**src/rtl/cache_fill_fsm.sv**
```systemverilog
// ---------------------------------------------------------------------------
// cache_fill_fsm
//   Miss-handling controller for one cache (I or D). On a miss it stalls the
//   pipeline, reads the aligned block from multi-cycle main memory, streams
//   each returned word into the data array, then pulses the tag-array write.
//
// Ports
//   clk                system clock, rising-edge
//   rst_n              synchronous active-low reset (wins over everything)
//   miss_detected      cache lookup missed this cycle
//   miss_address       byte address of the missing access
//   memory_data_valid  memory_data carries the next in-order read response
//   memory_data        read data from main memory
//   fsm_busy           stall request to pipeline/cache
//   mem_read_en        issue a read of memory_address this cycle
//   memory_address     byte address of the current word read (bit0 = 0)
//   write_data_array   write fill_data at word_index this cycle
//   word_index         word offset within the block for the data write
//   fill_data          data to write (pass-through of memory_data)
//   write_tag_array    one-cycle pulse writing tag/valid for the block
// ---------------------------------------------------------------------------
module cache_fill_fsm #(
  parameter int unsigned WORDS_PER_BLOCK = 8,
  parameter int unsigned MEM_LATENCY     = 4,
  parameter int unsigned ADDR_W          = 16,
  parameter int unsigned DATA_W          = 16
) (
  input  logic                               clk,
  input  logic                               rst_n,
  input  logic                               miss_detected,
  input  logic [ADDR_W-1:0]                  miss_address,
  input  logic                               memory_data_valid,
  input  logic [DATA_W-1:0]                  memory_data,
  output logic                               fsm_busy,
  output logic                               mem_read_en,
  output logic [ADDR_W-1:0]                  memory_address,
  output logic                               write_data_array,
  output logic [$clog2(WORDS_PER_BLOCK)-1:0] word_index,
  output logic [DATA_W-1:0]                  fill_data,
  output logic                               write_tag_array
);

  localparam int unsigned IDX_W = $clog2(WORDS_PER_BLOCK);
  // One extra bit so the counters can hold WORDS_PER_BLOCK itself.
  localparam int unsigned CNT_W = IDX_W + 1;
  localparam logic [ADDR_W-1:0] BLK_MASK  = ADDR_W'(2 * WORDS_PER_BLOCK - 1);
  localparam logic [CNT_W-1:0]  CNT_FULL  = CNT_W'(WORDS_PER_BLOCK);
  localparam logic [CNT_W-1:0]  CNT_LAST  = CNT_W'(WORDS_PER_BLOCK - 1);

  // Block size must be a power of two and memory must take at least a cycle.
  if (((WORDS_PER_BLOCK & (WORDS_PER_BLOCK - 1)) != 0) || (MEM_LATENCY == 0)) begin : g_param_check
    $error("cache_fill_fsm: WORDS_PER_BLOCK must be a power of 2 and MEM_LATENCY >= 1");
  end

  typedef enum logic [1:0] {
    IDLE = 2'd0,
    FILL = 2'd1,
    DONE = 2'd2
  } state_t;

  state_t             state, state_nxt;
  logic [ADDR_W-1:0]  base, base_nxt;
  logic [CNT_W-1:0]   req_cnt, req_nxt;
  logic [CNT_W-1:0]   rsp_cnt, rsp_nxt;

  // State and counter registers.
  always_ff @(posedge clk) begin
    if (!rst_n) begin
      state   <= IDLE;
      base    <= '0;
      req_cnt <= '0;
      rsp_cnt <= '0;
    end else begin
      state   <= state_nxt;
      base    <= base_nxt;
      req_cnt <= req_nxt;
      rsp_cnt <= rsp_nxt;
    end
  end

  // Next-state, counter update and output decode.
  always_comb begin
    state_nxt        = state;
    base_nxt         = base;
    req_nxt          = req_cnt;
    rsp_nxt          = rsp_cnt;
    fsm_busy         = 1'b0;
    mem_read_en      = 1'b0;
    memory_address   = '0;
    write_data_array = 1'b0;
    word_index       = rsp_cnt[IDX_W-1:0];
    write_tag_array  = 1'b0;

    case (state)
      IDLE: begin
        // Stall the missing cycle itself so the pipeline never advances past it.
        fsm_busy = miss_detected;
        if (miss_detected) begin
          base_nxt  = miss_address & ~BLK_MASK;
          req_nxt   = '0;
          rsp_nxt   = '0;
          state_nxt = FILL;
        end
      end

      FILL: begin
        fsm_busy = 1'b1;
        // Request issue runs ahead of responses; it stops once the block is requested.
        if (req_cnt < CNT_FULL) begin
          mem_read_en    = 1'b1;
          memory_address = base + ADDR_W'({req_cnt, 1'b0});
          req_nxt        = CNT_W'(req_cnt + 1'b1);
        end
        // Responses arrive in order; anything past the last word is dropped.
        if (memory_data_valid && (rsp_cnt < CNT_FULL)) begin
          write_data_array = 1'b1;
          rsp_nxt          = CNT_W'(rsp_cnt + 1'b1);
          if (rsp_cnt == CNT_LAST) begin
            state_nxt = DONE;
          end
        end
      end

      DONE: begin
        fsm_busy        = 1'b1;
        write_tag_array = 1'b1;
        state_nxt       = IDLE;
      end

      default: begin
        state_nxt = IDLE;
      end
    endcase

    // Reset dominates: no stall or array/memory strobes while rst_n is low.
    if (!rst_n) begin
      fsm_busy         = 1'b0;
      mem_read_en      = 1'b0;
      memory_address   = '0;
      write_data_array = 1'b0;
      word_index       = '0;
      write_tag_array  = 1'b0;
    end
  end

  assign fill_data = memory_data;

endmodule

```
**config.mk**
```make
export PLATFORM = sky130hd
export DESIGN_NAME = cache_fill_fsm
export DESIGN_NICKNAME = d
export VERILOG_FILES = /design/src/rtl/cache_fill_fsm.sv
export SDC_FILE = /design/constraint.sdc
export NUM_CORES = 1
export LEC_CHECK = 0
export ABC_CLOCK_PERIOD_IN_PS = 4200
export BUFFER_PORTS_ARGS = -buffer_cell sky130_fd_sc_hd__buf_2
export CAP_MARGIN = 30
export CORE_MARGIN = 10
export CORE_UTILIZATION = 46
export DETAILED_ROUTE_END_ITERATION = 6
export HOLD_SLACK_MARGIN = 0.05
export PLACE_DENSITY = 0.92
export SLEW_MARGIN = 20
export SYNTH_ARGS = -nofsm -noshare
export SYNTH_HDL_FRONTEND = slang
export SYNTH_SLANG_ARGS = --single-unit
```
**constraint.sdc**
```tcl
create_clock -name clk -period 4.2 [get_ports clk]
set_input_delay 0.84 -clock clk [delete_from_list [all_inputs] [get_ports clk]]
set_output_delay 0.84 -clock clk [all_outputs]
set_load 0.05 [all_outputs]
```
==> out/results.tsv <==
stage	metric	value	unit
run_status	outcome	finished clean	
worst_setup_path	FF-to-FF setup slack	2.47	ns
finish	Area growth, synth to finish	9.48	%
sta	Clock Skews	0.00961	ns
pwr	P per Cell Area	487	nW/um^2
clocking	Root Buffer	clkbuf_4	
detailed_routing	Routed WL	2630	microns
worst_setup_path	CP required	3.36	ns
grt	gr usage total	0.0960	
finish	Ant. Diodes	0	
sta	final-report hold violation count	0	
worst_setup_path	Worst Setup SP	state[1]	
placement	dpl cells	197	
die	Die X	72.8	microns
run	MaxCap Viol Count	0	
placement	Area after DPL	1350	sq um
placement	Post-DP HPWL	2050	microns
finish	Fill cells	261	
finish	layout cells sized above 1	0.276	
clocking	CTS sink count	22	
grt	initial antenna violation count	0	
finish	final std cells w/o fill	201	
clocking	clock-pin slew of the registers on the worst-case setup and hold paths	0.13	ns
sta	Final min period	3.07	ns
grt	GRT overflow	0	
clocking	CTS buffer count	3	
sta	final setup vio count	0	
detailed_routing	drt first-iter violations	29	
clocking	clock latency on the worst-skew pair	0.31	ns
clocking	Resize count post-CTS	0	
sta	Hold Worst Slack	0.466	ns
grt	largest net degree at the start of global routing	27	
worst_setup_path	worst reg2reg startpoint	state[1]	
worst_setup_path	Startpoint Class	register	
worst_setup_path	critical path data arrival time	2.23	ns
detailed_routing	via count	937	
sta	highest clock rate	0.326	GHz
grt	vias in the first global route	929	
detailed_routing	via/cell ratio	4.66	
clocking	Max Buffers Root-to-Sink	2	
synthesis	FFs w/ async S/R, synth	0	
placement	post-place setup slack	1.18	ns
min_path	Hold Path End	base[12]	
worst_setup_path	worst reg2reg endpoint	rsp_cnt[0]	
min_path	hold_sp	base[12]	
worst_setup_path	Crit. End Element	output port	
clocking	CTS Hold Buffers Added	0	
die	initial core utilization	0.472	
die	area of the die	5290	sq um
worst_setup_path	Worst Reg-to-Reg Cells	6	
detailed_routing	routed len/inst	13.1	microns
placement	IO buf count	37	
detailed_routing	# DRC	0	
detailed_routing	DRT Pass-1 Iters	2	
min_path	Cells on Worst Hold Path	2	
min_path	Tightest Hold Check Type	reg -> reg	
synthesis	register area share after synthesis	0.344	
sta	fin. max-slew vios	0	
finish	Final Cell Area	1400	sq um
clocking	TritonCTS clock tree	done	
grt	first-pass GRT wire length	4090	microns
sta	RSZ-0062 raised after global routing	no	
synthesis	Synth top cells by count	nand2_1 (28), dfxtp_1 (22), and2_1 (20)	
synthesis	Yosys top cell by area	dfxtp_1	
detailed_routing	remaining antenna violation count	0	
synthesis	Area contributors post-synth	dfxtp_1 (34%), buf_4 (10%), and2_1 (9.8%)	
synthesis	number of enable flip-flop cells after synthesis	0	
die	Die Height	72.8	microns
synthesis	post-synth top area share	0.344	
clocking	H-tree Lvls	1	
finish	Nets	214	
die	num rows	19	
synthesis	Syn Inst Count	152	
clocking	postcts setup bufs	0	
synthesis	Post-Syn Area	1280	sq um
synthesis	syn_area_per_cell	8.42	sq um
placement	gpl congestion	0.715	
synthesis	Yosys cell types	30	
sta	final worst setup slack	1.13	ns
synthesis	register bit count reported by yosys	22	
die	total core area	2710	sq um
worst_setup_path	critical path type	reg -> out	
worst_setup_path	crit-path max FO	16	
synthesis	main flop type after synthesis	dfxtp_1	
synthesis	Yosys warnings	0	
synthesis	syn_nets	195	
synthesis	most frequent cell after synthesis	nand2_1	
sta	Setup TNS	0	ns
pwr	Leakage	0.000658	uW
die	Ports	75	
pwr	Peak VDD IR	0.284	mV
sta	fin crit share	0.730	
## layout make-up
type / count / area (sq um) / area share
Tap cell: 31 / 38.8 / 0.0277
Multi-Input combinational cell: 103 / 669 / 0.478
Clock buffer: 3 / 22.5 / 0.0161
Inverter: 4 / 15.0 / 0.0107
Timing Repair Buffer: 37 / 185 / 0.132
Sequential cell: 22 / 440 / 0.314
Clock inverter: 1 / 30.0 / 0.0214
## cells by family (layout without fill, tap and decap cells)
logic type | count (synthesis) | in the layout | share of synthesized area
buf+inv | 27 | 45 | 0.133
flops | 22 | 22 | 0.344
simple gates | 66 | 66 | 0.261
xor+xnor | 1 | 1 | 0.00684
mux | 4 | 4 | 0.0342
compound gates | 24 | 24 | 0.150
fa+ha+maj | 7 | 7 | 0.0684
other cells | 1 | 1 | 0.00293
## stage by stage
| step | total power, uW | utilization |
|---|---|---|
| after floorplan | 520 | - |
| after global placement | 523 | 0.498 |
| after detailed placement | 528 | 0.498 |
| after CTS | 689 | 0.517 |
| after global routing | 726 | 0.517 |
| final | 682 | 0.517 |
## where the power goes
group | switching, uW | total (uW) | leakage (uW) | internal, uW
registers | 20.9 | 261 | 0.000180 | 240
clock network | 64.9 | 161 | 0.0000279 | 96.4
logic | 176 | 260 | 0.000450 | 83.7
## registers in the layout, summed over array words and instances (netlist names)
| name | flops |
|---|---|
| rsp_cnt | 4 |
| base | 12 |
| state | 2 |
| req_cnt | 4 |
## cell usage in the layout, fill, tap and decap left out, types with 2 or more instances in the layout
cell	count
and2_1	20
buf_2	37
o21ai_0	3
inv_1	4
a41oi_1	2
nand2_1	28
dfxtp_1	22
clkbuf_4	3
mux2i_1	3
a21boi_0	12
a21oi_1	2
nor2b_1	6
nor2_1	5
ha_1	7
## worst max-delay path, stage by stage, from the launching register on
cell and delay, ns:
dfxtp_1 0.36, inv_1 0.11, ha_1 0.46, nand2_1 0.15, nor2_2 0.39, and2_1 0.19
buf_2 0.26
## how the worst max path moves through the flow
stage,endpoint,slack [ns],cells after the start
2_1_floorplan,fsm_busy,0.98,4
3_3_place_gp,memory_address[13],1.18,5
3_5_place_dp,memory_address[9],1.18,5
4_1_cts,memory_address[9],1.09,6
5_1_grt,memory_address[2],0.89,6
6_report,memory_address[11],1.13,6
## metal layers
layer	global-route usage	share of wire
met5	0	0
met3	0.0327	0.082
met4	0.0527	0.019
met2	0.189	0.52
met1	0.0803	0.38
No activity file was read; power rests on OpenSTA's default activity.
